**src/rtl/tx_frame_scheduler.sv**
```systemverilog
// Frame sequencer for the BPSK transmit path: round-robin grant of two sources, then sync/payload[/CRC]/gap.
// Optional CRC-8 trailer is built when the TX_CRC_EN macro is defined.
module tx_frame_scheduler #(
  parameter int                     PACKET_WIDTH = 11,
  parameter int                     SYNC_BITS    = 16,
  parameter logic [SYNC_BITS-1:0]   SYNC_WORD    = 16'hD391,
  parameter int                     GAP_TICKS    = 64,
  parameter int                     LEN_W        = $clog2(PACKET_WIDTH*8+1)
) (
  input  logic                      clk,
  input  logic                      rst,
  input  logic                      bit_tick,
  input  logic [1:0]                req,
  input  logic [PACKET_WIDTH*8-1:0] packet0,
  input  logic [PACKET_WIDTH*8-1:0] packet1,
  output logic [1:0]                ack,
  output logic                      ser_load,
  output logic [PACKET_WIDTH*8-1:0] ser_word,
  output logic [LEN_W-1:0]          ser_len,
  input  logic                      ser_done,
  output logic                      tx_active,
  output logic                      busy,
  output logic                      grant_src,
  output logic [15:0]               frame_count
);

  localparam int W = PACKET_WIDTH*8;

  typedef enum logic [2:0] {
    IDLE,
    LOAD_SYNC,
    WAIT_SYNC,
    LOAD_PAY,
    WAIT_PAY,
`ifdef TX_CRC_EN
    LOAD_CRC,
    WAIT_CRC,
`endif
    GAP
  } state_t;

  localparam state_t      DONE_STATE = (GAP_TICKS > 0) ? GAP : IDLE;
  localparam logic [15:0] GAP_LAST   = 16'(GAP_TICKS - 1);

  state_t         state, state_next;
  logic [W-1:0]   pkt;
  logic           rr_last;
  logic [15:0]    gap_cnt;
  logic           gnt;
  logic           do_grant;
  logic           load_sync;
  logic           load_pay;
  logic           finish;

`ifdef TX_CRC_EN
  localparam int CW = $clog2(PACKET_WIDTH+1);

  logic [7:0]     crc;
  logic [W-1:0]   crc_sh;
  logic [CW-1:0]  crc_cnt;
  logic           load_crc;

  function automatic logic [7:0] crc8_byte(input logic [7:0] c, input logic [7:0] d);
    logic [7:0] r;
    r = c ^ d;
    for (int unsigned i = 0; i < 8; i++) begin
      r = r[7] ? ((r << 1) ^ 8'h07) : (r << 1);
    end
    return r;
  endfunction

  // One payload byte per clock, MSB byte first, starting the cycle after capture.
  always_ff @(posedge clk or posedge rst) begin
    if (rst) begin
      crc     <= '0;
      crc_sh  <= '0;
      crc_cnt <= '0;
    end else if (do_grant) begin
      crc     <= '0;
      crc_sh  <= gnt ? packet1 : packet0;
      crc_cnt <= CW'(PACKET_WIDTH);
    end else if (crc_cnt != '0) begin
      crc     <= crc8_byte(crc, crc_sh[W-1 -: 8]);
      crc_sh  <= crc_sh << 8;
      crc_cnt <= crc_cnt - CW'(1);
    end
  end
`endif

  // A tie goes to the source that did not win last time.
  assign gnt  = (req == 2'b11) ? ~rr_last : req[1];
  assign busy = (state != IDLE);

  always_ff @(posedge clk or posedge rst) begin
    if (rst) begin
      state <= IDLE;
    end else begin
      state <= state_next;
    end
  end

  always_comb begin
    state_next = state;
    do_grant   = 1'b0;
    load_sync  = 1'b0;
    load_pay   = 1'b0;
    finish     = 1'b0;
`ifdef TX_CRC_EN
    load_crc   = 1'b0;
`endif
    case (state)
      IDLE: begin
        if (req != 2'b00) begin
          do_grant   = 1'b1;
          state_next = LOAD_SYNC;
        end
      end
      LOAD_SYNC: begin
        load_sync  = 1'b1;
        state_next = WAIT_SYNC;
      end
      WAIT_SYNC: begin
        if (ser_done) state_next = LOAD_PAY;
      end
      LOAD_PAY: begin
        load_pay   = 1'b1;
        state_next = WAIT_PAY;
      end
      WAIT_PAY: begin
        if (ser_done) begin
`ifdef TX_CRC_EN
          state_next = LOAD_CRC;
`else
          finish     = 1'b1;
          state_next = DONE_STATE;
`endif
        end
      end
`ifdef TX_CRC_EN
      LOAD_CRC: begin
        if (crc_cnt == '0) begin
          load_crc   = 1'b1;
          state_next = WAIT_CRC;
        end
      end
      WAIT_CRC: begin
        if (ser_done) begin
          finish     = 1'b1;
          state_next = DONE_STATE;
        end
      end
`endif
      GAP: begin
        if (bit_tick && gap_cnt == GAP_LAST) state_next = IDLE;
      end
      default: state_next = IDLE;
    endcase
  end

  always_ff @(posedge clk or posedge rst) begin
    if (rst) begin
      ack         <= '0;
      ser_load    <= 1'b0;
      ser_word    <= '0;
      ser_len     <= '0;
      tx_active   <= 1'b0;
      grant_src   <= 1'b0;
      frame_count <= '0;
      pkt         <= '0;
      rr_last     <= 1'b1;
      gap_cnt     <= '0;
    end else begin
      ack      <= '0;
      ser_load <= 1'b0;
      if (do_grant) begin
        ack       <= gnt ? 2'b10 : 2'b01;
        pkt       <= gnt ? packet1 : packet0;
        grant_src <= gnt;
        rr_last   <= gnt;
      end
      if (load_sync) begin
        ser_load  <= 1'b1;
        ser_word  <= W'(SYNC_WORD) << (W - SYNC_BITS);
        ser_len   <= LEN_W'(SYNC_BITS);
        tx_active <= 1'b1;
      end
      if (load_pay) begin
        ser_load <= 1'b1;
        ser_word <= pkt;
        ser_len  <= LEN_W'(W);
      end
`ifdef TX_CRC_EN
      if (load_crc) begin
        ser_load <= 1'b1;
        ser_word <= W'(crc) << (W - 8);
        ser_len  <= LEN_W'(8);
      end
`endif
      if (finish) begin
        tx_active   <= 1'b0;
        frame_count <= frame_count + 16'd1;
      end
      if (state != GAP) begin
        gap_cnt <= '0;
      end else if (bit_tick) begin
        gap_cnt <= gap_cnt + 16'd1;
      end
    end
  end

endmodule

```
**config.mk**
```make
export PLATFORM = sky130hd
export DESIGN_NAME = tx_frame_scheduler
export DESIGN_NICKNAME = d
export VERILOG_FILES = /design/src/rtl/tx_frame_scheduler.sv
export SDC_FILE = /design/constraint.sdc
export NUM_CORES = 1
export LEC_CHECK = 0
export ABC_AREA = 1
export CORE_MARGIN = 2
export CORE_UTILIZATION = 50
export DETAILED_ROUTE_END_ITERATION = 10
export DONT_BUFFER_PORTS = 1
export MAX_ROUTING_LAYER = met4
export PLACE_DENSITY_LB_ADDON = 0.25
export SYNTH_ARGS = -nofsm -noshare
export SYNTH_HDL_FRONTEND = slang
export SYNTH_SLANG_ARGS = --single-unit
```
**constraint.sdc**
```tcl
create_clock -name clk -period 10.3 [get_ports clk]
set_input_delay 1.545 -clock clk [delete_from_list [all_inputs] [get_ports clk]]
set_output_delay 1.545 -clock clk [all_outputs]
set_load 0.02 [all_outputs]
```
### Word level (Yosys, flattened, before mapping)

Index checks and enable logic that the tools add are counted.
Widths: inputs -> output; s select.

* add/sub/neg operators: 2
* equal/unequal tests: 12
* muxes and demuxes: 25
* bitwise operators: 1
* reduce and logical (&&, ||, !) cells: 8

Operators by type and width (count)
* $mux 88: 3
* $add 16x1->16 const B: 2
* $mux 16: 2
* $pmux 3 s6: 1
* $eq 16x6->1 const B: 1
* $mux 7: 2
* $mux 3: 4
* $mux 1: 11
* $ne 2x2->1 const B: 4
* $reduce_bool 2->1: 4
* $eq 3x2->1 const B: 2
* $eq 3x3->1 const B: 2
* $mux 2: 2
* $reduce_and 4->1: 1
* $eq 3x1->1 const B: 1
* $logic_not 3->1: 1
* $ne 3x3->1 const B: 1
* $reduce_bool 3->1: 1
* $eq 2x2->1 const B: 1
* $logic_and 1x1->1: 1
* $not 1->1: 1

* register bits after elaboration: 224
* word-level logic and storage cells: 59

### Logic depth before layout (Yosys ltp)

Gate-level depths: netlist of the first run.

* depth in word-level cells: 4
* gate-level depth with buffers: 9
* mapped depth without buffers: 9

### Worst setup path after synthesis of the first run

OpenSTA, ideal clock, no wires.

* path type: in2reg
* from: input bit_tick
* to: register gap_cnt[14]
* library setup time: 0.121 ns
* arrival: 2.357 ns
* data required time: 10.179 ns
* path slack: 7.821 ns
* stages on the path: 6
* buffers on the path: 1
* cell sequence: clkbuf_2 -> inv_1 -> nor2_1 -> nand4_1 -> o21ai_0 -> nor2_1

* cells in the longest elaborated chain, start to end: 1

RTL lines
* from (decl): RTL line 12 `input logic bit_tick,`
* $reduce_bool 2->1 (no line)
* to (signal assigned): RTL line 206 `gap_cnt <= gap_cnt + 16'd1;`
* to (decl): RTL line 48 `logic [15:0] gap_cnt;`

No other way between the ends.
A chain may end at the register's enable or synchronous reset.

### Worst setup path in the final report of the first run

* from: input req[1]
* to: register pkt[43]

* cells in the longest elaborated chain, start to end: 3
* elaborated cells on any way between the ends: 6
* those cells by class: eq/ne: 1; mux: 4; reduce/logical: 1

RTL lines
* from (decl): RTL line 13 `input logic [1:0] req,`
* $eq 2x2->1 / $reduce_bool 2->1 (equally long branches): RTL line 91, 113
* $mux 1, on equally long branches: RTL line 91, 113
* $mux 88 / $mux 1 (equally long branches): RTL line 177, 111
* to (signal assigned): RTL line 177 `pkt <= gnt ? packet1 : packet0;`
* to (decl): RTL line 46 `logic [W-1:0] pkt;`

Parallel ways exist; a longest one is shown, timed or not.

==> results of run 1 <==
[flip-flops by register name, indices dropped and copies added, names as in the netlist]
register / count
ser_load: 1
ser_word: 88
rr_last: 1
pkt: 88
frame_count: 16
tx_active: 1
state: 3
gap_cnt: 16
grant_src: 1
ack: 2
ser_len: 2
[final cells by class]
type,instances,area [µm²],share of cell area
flip-flops and latches,219,5480,0.540
multi-input cells,714,3250,0.320
clock buffers,38,743,0.0732
inverters,75,289,0.0285
well taps,229,287,0.0282
repair buffers,8,60.1,0.00592
clock inverters,5,42.5,0.00419
[through the flow]
stage / utilization / instances / hold WS [ns] / area, µm²
after floorplan: - / 1064 / 0.443 / 9280
after global placement: 0.518 / 1245 / 0.461 / 9370
after detailed placement: 0.518 / 1245 / 0.473 / 9370
after CTS: 0.561 / 1288 / 0.483 / 10200
after global routing: 0.561 / 1288 / 0.509 / 10200
final: 0.561 / 1288 / 0.480 / 10200
[worst reg2reg max path, cell delays in order, from the launching register on]
cell and delay [ns]:
dfrtp_1 0.46, inv_2 0.11, nand2_2 0.13, inv_2 0.12, o21ai_4 0.05, buf_4 0.28
nor2_4 0.74, buf_4 0.61, nand2_1 0.17, o211ai_1 0.11
[report_power, final]
part           internal (µW)  total, µW  switching, µW
clock                    495        833            338
sequential              1230       1700            472
combinational            268        824            556
[cells in the final DEF, fill, tap and decap left out]
master,n
clkbuf_8,9
o21ai_1,5
inv_8,2
clkinv_2,3
a21boi_0,1
clkinv_8,1
o211ai_1,44
nand2_1,412
xnor2_1,5
ha_1,2
nor2_1,44
nor2_4,3
inv_1,69
a21oi_1,12
or2_2,1
and3_1,2
nand2_2,3
nand3_1,98
conb_1,4
buf_4,8
o22a_1,8
xor2_1,6
inv_2,5
nor4_1,1
o21ai_4,1
o21ai_0,47
dfstp_2,1
nand3b_1,1
nand4_1,4
clkbuf_1,5
nor3_1,9
nand3_2,1
dfrtp_1,218
clkbuf_16,24
[Yosys cell counts (2+ instances only)]
| cell | instances | share of area |
|---|---|---|
| o211ai_1 | 44 | 0.036 |
| nand2_1 | 413 | 0.17 |
| nor2_4 | 2 | 0.0024 |
| o21ai_0 | 47 | 0.025 |
| a21oi_1 | 12 | 0.0065 |
| inv_1 | 70 | 0.028 |
| buf_4 | 12 | 0.0097 |
| nand3_1 | 98 | 0.053 |
| o22a_1 | 8 | 0.0076 |
| xnor2_1 | 5 | 0.0047 |
| clkbuf_1 | 23 | 0.0093 |
| nor3_1 | 9 | 0.0049 |
| dfrtp_1 | 218 | 0.59 |
| buf_2 | 19 | 0.010 |
| ha_1 | 2 | 0.0027 |
| nand2_2 | 2 | 0.0014 |
| and3_1 | 2 | 0.0014 |
| inv_2 | 5 | 0.0020 |
| nand4_1 | 4 | 0.0027 |
| o21ai_1 | 5 | 0.0027 |
| nor2_1 | 44 | 0.018 |
| xor2_1 | 6 | 0.0057 |
[kinds of logic after synthesis]
logic type | after synthesis | synth area share
buffers and inverters | 131 | 0.0606
other | 1 | 0.000405
flip-flops | 219 | 0.592
adder cells (fa/ha/maj) | 2 | 0.00270
AND/OR/NAND/NOR | 579 | 0.255
AO/OA/AOI/OAI | 118 | 0.0795
XOR/XNOR | 11 | 0.0104
[metal layers]
layer / share of wire / routed length, µm / up-vias / global-route usage
met5: 0 / 0 / - / -
met4: 0.037 / 855 / 0 / 0.0946
met3: 0.085 / 1960 / 63 / 0.0629
met2: 0.46 / 10600 / 262 / 0.371
met1: 0.42 / 9640 / 3353 / 0.306
li1: - / - / 3352 / -
[worst paths after layout]
path / to / startpoint / cells after the start / slack, ns
min in group asynchronous: frame_count[12]$_DFFE_PP0P_ / rst / 1 / 0.98
setup / recovery: pkt[43]$_DFFE_PP0N_ / req[1] / 6 / 7.22
max in group asynchronous: pkt[51]$_DFFE_PP0N_ / rst / 2 / 7.92
setup reg to reg: pkt[43]$_DFFE_PP0N_ / state[2]$_DFFE_PP0P_ / 9 / 7.40
hold reg to reg: rr_last$_DFFE_PP1N_ / rr_last$_DFFE_PP1N_ / 2 / 0.48
hold / removal: rr_last$_DFFE_PP1N_ / rr_last$_DFFE_PP1N_ / 2 / 0.48
==> results.txt, run 1 <==
Final Net Count = 1,226
critical setup path kind = input port to register
violations in the final reports = DRC
count of different cell masters after synthesis = 33
remaining global-route overflow = 0
IO buf count = 0
number of gates given a new drive strength after cts = 0
vias = 7,030
Slowest cell on crit path = nor2_4
kind of cell adding the most delay to the critical path = buffers and inverters
Top cell by count, worst path = buf_4
total power after layout = 3360 µW
synthesis-to-layout area growth = 9.56%
part of the cycle the worst path needs = 0.299
worst rel slew slack = 0.277
HPWL after detailed placement = 15,100 µm
total power density per cell area = 331 mW/mm²
number of sinks on the clock net = 219
max-slew violation count = 0
endpoints failing setup = 0
number of placed I/O pins = 299
initial antenna violation count = 0
synthesized area per cell = 8.73 µm²
crit path buf inv count = 2
H-tree depth = 1
post-CTS clock slew at the launch and capture registers of the worst setup and hold paths = 0.06 ns
cell count after synthesis = 1,061
buffer count from post-CTS setup fixing = 0
cells along the critical path = o21ai_4, buf_4, nor2_4, buf_4, nand2_1, o211ai_1
detailed-routing iteration count for the pre-antenna-repair pass = 8
first-iteration detailed-routing DRC count = 433
number of DRC violations after detailed routing = 12
Fin. Hold Viols = 0
Core Region = 0.0181 mm²
worst-case setup margin in the final layout = 7.22 ns
number of buffers added to fix hold violations after cts = 0
max-capacitance violation count = 0
wire length of the first global-routing pass = 36,800 µm
total die area = 0.0196 mm²
number of warnings issued by yosys = 0
residual antenna-violating net count after detailed routing = 0
CP Max Fanout = 53
master cell of the clock root buffer = clkbuf_16
number of global-route vias before repair = 6,989
Synth Cell Area = 0.00927 mm²
buffer levels on the longest clock path = 3
dominant synthesized flop cell = dfrtp_1
overall die height = 140 µm
gpl congestion = 0.888
delay of the slowest cell on the worst path = 0.73 ns
number of CTS-inserted buffers = 24
Ant. Diodes = 0
launching element type of the critical path = input port
Final Routed Wirelength = 23,000 µm
Overall Global Routing Usage = 0.240
fraction of the yosys area taken by sequential cells = 0.592
number of flops mapped to enable cells by yosys = 0
Synth async-reset ratio = 1.00
ratio of routed vias to standard cells = 5.46
floorplan die width = 140 µm
Crit. End Element = register
kind of path behind the tightest hold check = register to register
required arrival time at the worst endpoint = 10.71 ns
status = finished with violations
final-layout setup total negative slack = 0 ns
transition at the pin with the smallest max-transition slack = 1.08 ns
proportion of layout cells with a drive suffix above 1 = 0.0585
WP data arrival = 3.49 ns
initial standard-cell utilization of the core = 0.512
maximum number of pins on one net before global-route repair = 93
Wirelength per Cell = 17.9 µm
peak supply drop = 0.189 mV
RSZ-0062 raised after global routing = false
Worst Skew = 0.0304 ns
time the final worst path needs with I/O delays and setup = 3.08 ns
leakage power = 0.00487 µW
placement-stage worst setup slack = 6.65 ns
Fill cells = 1,577
TritonCTS clock tree = yes
fmax = 325 MHz
register bit total from synthesis = 219
Skew-Pair Late Insertion Delay = 0.52 ns
Row Count = 49
Power figures use the tool's default switching activity.
==> run 2: changes to the inputs <==
clock period = 2.63 ns   (was 10.3 ns; I/O delays follow)
==> run 2 against run 1 <==
Compared with the run above:
- the flow still finishes with violations (DRC)
- final area is 4.7% higher
- clock skew is 0.024 ns lower
- clock power grew to 3.7 times the previous value
- cell count is 3.4% higher
- critical path type is now register to register
- largest power group unchanged
==> results.txt, run 2 (same netlist as run 1, synthesis figures left out) <==
status = finished with violations
violations in the final reports = DRC
leakage power = 0.00506 µW
launch point of the worst path = state[2]$_DFFE_PP0P_
peak supply drop = 0.704 mV
Row Count = 49
ratio of routed vias to standard cells = 5.48
Final Routed Wirelength = 23,800 µm
CP Max Fanout = 36
endpoints failing setup = 0
detailed-routing iteration count for the pre-antenna-repair pass = 9
worst reg2reg path startpoint = state[2]$_DFFE_PP0P_
master cell of the clock root buffer = clkbuf_16
cells along the critical path = inv_2, nand2_2, inv_2, nand2_2, inv_2, buf_12, nand2_1, nand3_1, dlygate4sd3_1
gpl congestion = 0.903
Core Region = 0.0181 mm²
most used cells in the layout excluding fill and tap cells = 412 x nand2_1, 218 x dfrtp_1, 98 x nand3_1, 69 x inv_1, 47 x o21ai_0
WP data arrival = 2.86 ns
vias = 7,298
Overall Global Routing Usage = 0.252
number of placed I/O pins = 299
HPWL after detailed placement = 15,600 µm
worst reg2reg path depth = 9
largest registers in the final layout = pkt (88), ser_word (88)
final core utilization = 0.588
IO buf count = 0
fmax = 414 MHz
max-slew violation count = 0
first-iteration detailed-routing DRC count = 468
kind of cell adding the most delay to the critical path = buffers and inverters
Cells on Worst Hold Path = 2
total die area = 0.0196 mm²
capture point of the worst reg-to-reg path = pkt[11]$_DFFE_PP0N_
Worst Skew = 0.00677 ns
critical setup path kind = register to register
maximum number of pins on one net before global-route repair = 90
number of DRC violations after detailed routing = 14
Hold Crit Endpoint = pkt[2]$_DFFE_PP0N_
number of global-route vias before repair = 7,406
final-layout setup total negative slack = 0 ns
Skew-Pair Late Insertion Delay = 0.51 ns
commonest non-fill, non-tap cell in the layout = nand2_1
launching element type of the critical path = register
part of the cycle the worst path needs = 0.918
worst rel slew slack = 0.426
kind of path behind the tightest hold check = input port to register
number of CTS-inserted buffers = 24
flop2flop setup slack = 0.22 ns
overall die height = 140 µm
RSZ-0062 raised after global routing = false
Fin. Hold Viols = 0
time the final worst path needs with I/O delays and setup = 2.41 ns
proportion of layout cells with a drive suffix above 1 = 0.0571
initial antenna violation count = 0
max-capacitance violation count = 0
synthesis-to-layout area growth = 14.8%
required arrival time at the worst endpoint = 3.08 ns
Crit. End Element = register
Ant. Diodes = 0
Wirelength per Cell = 17.9 µm
remaining global-route overflow = 0
worst hold path startpoint = packet0[2]
Final Net Count = 1,273
Top cell by count, worst path = inv_2
initial standard-cell utilization of the core = 0.512
wire length of the first global-routing pass = 38,700 µm
number of sinks on the clock net = 219
TritonCTS clock tree = yes
count of cell instances traversed by the critical path = 9
floorplan die width = 140 µm
delay of the slowest cell on the worst path = 0.55 ns
H-tree depth = 1
crit path buf inv count = 5
residual antenna-violating net count after detailed routing = 0
Slowest cell on crit path = dlygate4sd3_1
total power density per cell area = 1250 mW/mm²
buffer levels on the longest clock path = 3
transition at the pin with the smallest max-transition slack = 0.860 ns
post-CTS clock slew at the launch and capture registers of the worst setup and hold paths = 0.06 ns
-- run 2: layout make-up --
type	instances	area, µm²
Fill cell	1546	7450
Sequential cell	219	5480
Multi-Input combinational cell	714	3250
Clock buffer	35	682
Timing Repair Buffer	55	607
Tap cell	229	287
Inverter	75	285
Clock inverter	5	42.5
-- run 2: worst max-delay path by stage --
| stage | to | slack (ns) |
|---|---|---|
| floorplan | ack[0]$_DFF_PP0_ | -0.62 |
| global placement | pkt[54]$_DFFE_PP0N_ | 0.61 |
| detailed placement | pkt[64]$_DFFE_PP0N_ | 0.54 |
| CTS | pkt[21]$_DFFE_PP0N_ | 0.13 |
| global route | pkt[80]$_DFFE_PP0N_ | 0.08 |
| finish | pkt[11]$_DFFE_PP0N_ | 0.22 |
-- run 2: per-stage QoR --
| step | setup slack [ns] | hold slack, ns | cells | instance area [µm²] | power, µW |
|---|---|---|---|---|---|
| 5_1_grt | 0.0782 | 0.00106 | 1332 | 10600 | 14200 |
| 6_report | 0.216 | 0.0129 | 1332 | 10600 | 13300 |
| 3_5_place_dp | 0.535 | 0.281 | 1251 | 9490 | 10100 |
| 3_3_place_gp | 0.612 | 0.280 | 1251 | 9490 | 9970 |
| 4_1_cts | 0.128 | 0.000625 | 1332 | 10600 | 13400 |
| 2_1_floorplan | -0.618 | 0.443 | 1064 | 9280 | 8990 |
-- run 2: worst reg2reg max path, delay by kind of cell, from the launching register on --
family / cells / cell delay [ns]
buf+inv: 5 / 1.48
simple gates: 4 / 0.40
flops: 1 / 0.47
-- run 2: layer usage --
metal / routed length (µm) / global-route usage / vias up
met5: 0 / - / -
met4: 913 / 0.0914 / 0
met3: 1790 / 0.0591 / 66
met2: 11500 / 0.401 / 276
met1: 9670 / 0.317 / 3504
li1: - / - / 3452
-- run 2: power breakdown --
part / internal, µW / switching (µW)
clock network: 1790 / 1320
logic: 1250 / 2250
registers: 4810 / 1860
total: 7850 / 5430
-- run 2: timing repair --
| action | in CTS | in global routing |
|---|---|---|
| setup buffers | 0 | 0 |
| endpoints found under the setup margin | 0 | 2 |
| endpoints found under the hold margin | 45 | 0 |
| gates resized for setup | 0 | 1 |
| hold buffers | 41 | 0 |
==> run 3: changes to the inputs <==
REMOVE_ABC_BUFFERS = 1   (was not set)
==> run 3 against run 2 <==
Compared with the run above:
- the run still ends with DRC left
- final area decreased by 1.4%
- maximum frequency increased by 23%
- critical endpoint is now pkt[38]$_DFFE_PP0N_
- largest power group unchanged
- via count decreased by 0.21%
- sequential power about the same
==> results.txt, run 3 (same netlist as run 1, synthesis figures left out) <==
cell count after placement = 1,250
IO buf count = 0
met1 wire length = 9800 µm
remaining global-route overflow = 0
fmax = 508 MHz
buffer count from post-CTS setup fixing = 0
worst rel slew slack = 0.593
critical setup path kind = register to register
Crit. End Element = register
wire length of the first global-routing pass = 39,300 µm
Core Region = 0.0181 mm²
footprint of the multi-input gates = 0.00325 mm²
Seq. cell area = 0.00548 mm²
buffer levels on the longest clock path = 3
leakage power = 0.00501 µW
Row Count = 49
initial antenna violation count = 0
CP Max Fanout = 45
time the final worst path needs with I/O delays and setup = 1.97 ns
total power density per cell area = 1270 mW/mm²
floorplan die width = 140 µm
max-slew violation count = 0
synthesis-to-layout area growth = 13.2%
TritonCTS clock tree = yes
top metal layer carrying routed signals = met4
number of CTS-inserted buffers = 24
total die area = 0.0196 mm²
number of gates given a new drive strength after cts = 0
number of buffers added to fix hold violations after cts = 25
part of the cycle the worst path needs = 0.748
number of sinks on the clock net = 219
proportion of layout cells with a drive suffix above 1 = 0.0597
endpoints failing setup = 0
number of global-route vias before repair = 7,546
number of placed I/O pins = 299
Skew-Pair Late Insertion Delay = 0.51 ns
RSZ-0062 raised after global routing = false
post-layout instance area = 0.0105 mm²
transition at the pin with the smallest max-transition slack = 0.608 ns
Fill cells = 1,596
delay of the slowest cell on the worst path = 0.48 ns
master cell of the clock root buffer = clkbuf_16
HPWL after detailed placement = 15,700 µm
Fin. Hold Viols = 0
Final Instance Count excl. Fillers = 1,317
DR WL met2 = 11,100 µm
residual antenna-violating net count after detailed routing = 0
Ant. Diodes = 0
Slowest cell on crit path = dfrtp_1
first-iteration detailed-routing DRC count = 486
H-tree depth = 1
peak supply drop = 0.663 mV
ratio of routed vias to standard cells = 5.53
detailed-routing iteration count for the pre-antenna-repair pass = 10
Overall Global Routing Usage = 0.256
vias = 7,283
largest registers in the final layout = pkt (88), ser_word (88)
gpl congestion = 0.844
initial standard-cell utilization of the core = 0.512
commonest non-fill, non-tap cell in the layout = nand2_1
kind of cell adding the most delay to the critical path = simple AND/OR/NAND/NOR gates
Worst Skew = 0.00688 ns
overall die height = 140 µm
launching element type of the critical path = register
total power after layout = 13,300 µW
maximum number of pins on one net before global-route repair = 84
number of DRC violations after detailed routing = 13
kind of path behind the tightest hold check = input port to register
most used cells in the layout excluding fill and tap cells = 412 x nand2_1, 218 x dfrtp_1, 98 x nand3_1, 69 x inv_1, 47 x o21ai_0
met3 wire length = 2370 µm
status = finished with violations
WP data arrival = 2.39 ns
Wirelength per Cell = 18.3 µm
Area after DPL = 0.00948 mm²
Top cell by count, worst path = nor2_4
Final Net Count = 1,256
cells along the critical path = nor2_4, nand2_2, inv_2, o21ai_4, nor2_4, buf_4, nand2_1, o211ai_1
post-CTS clock slew at the launch and capture registers of the worst setup and hold paths = 0.06 ns
crit path buf inv count = 2
Final Routed Wirelength = 24,100 µm
violations in the final reports = DRC
max-capacitance violation count = 0
required arrival time at the worst endpoint = 3.05 ns
## run 3: layout make-up
| type | count | share of cell area |
|---|---|---|
| Multi-Input combinational cell | 714 | 0.310 |
| Sequential cell | 219 | 0.523 |
| Timing Repair Buffer | 38 | 0.0403 |
| Tap cell | 229 | 0.0273 |
| Clock buffer | 37 | 0.0697 |
| Clock inverter | 5 | 0.00239 |
| Inverter | 75 | 0.0276 |
## run 3: per-stage QoR
stage	worst slack (ns)	utilization	TNS (ns)	hold slack [ns]
2_1_floorplan	-3.76	-	-852.70	0.444
3_3_place_gp	0.775	0.524	0	0.340
3_5_place_dp	0.682	0.524	0	0.339
4_1_cts	0.663	0.580	0	0.000608
5_1_grt	0.471	0.580	0	0.00228
6_report	0.663	0.580	0	0.0144
## run 3: worst paths after layout
check	from	to	slack [ns]	depth (start not counted)
worst max register to register	state[1]$_DFFE_PP0P_	pkt[38]$_DFFE_PP0N_	0.66	8
worst max-delay path	state[1]$_DFFE_PP0P_	pkt[38]$_DFFE_PP0N_	0.66	8
max in group asynchronous	rst	ser_word[65]$_DFFE_PP0P_	1.37	3
worst min register to register	rr_last$_DFFE_PP1N_	rr_last$_DFFE_PP1N_	0.46	2
min in group asynchronous	rst	pkt[48]$_DFFE_PP0N_	0.44	2
worst min-delay path	packet0[15]	pkt[15]$_DFFE_PP0N_	0.01	2
## run 3: worst register-to-register path: cells and delay by family, from the launching register on
family | cells | cell delay, ns
AO/OA/AOI/OAI | 2 | 0.24
buffers and inverters | 2 | 0.56
flip-flops | 1 | 0.48
AND/OR/NAND/NOR | 4 | 0.62
## run 3: power by group
part           internal, µW  switching (µW)
clock network          1900            1290
logic                  1170            2240
registers              4810            1880
total                  7880            5410
## run 3: metal layers
metal / up-vias / GRT usage
met3: 55 / 0.0718
met4: 0 / 0.101
li1: 3412 / -
met1: 3505 / 0.330
met2: 311 / 0.389
met5: - / -
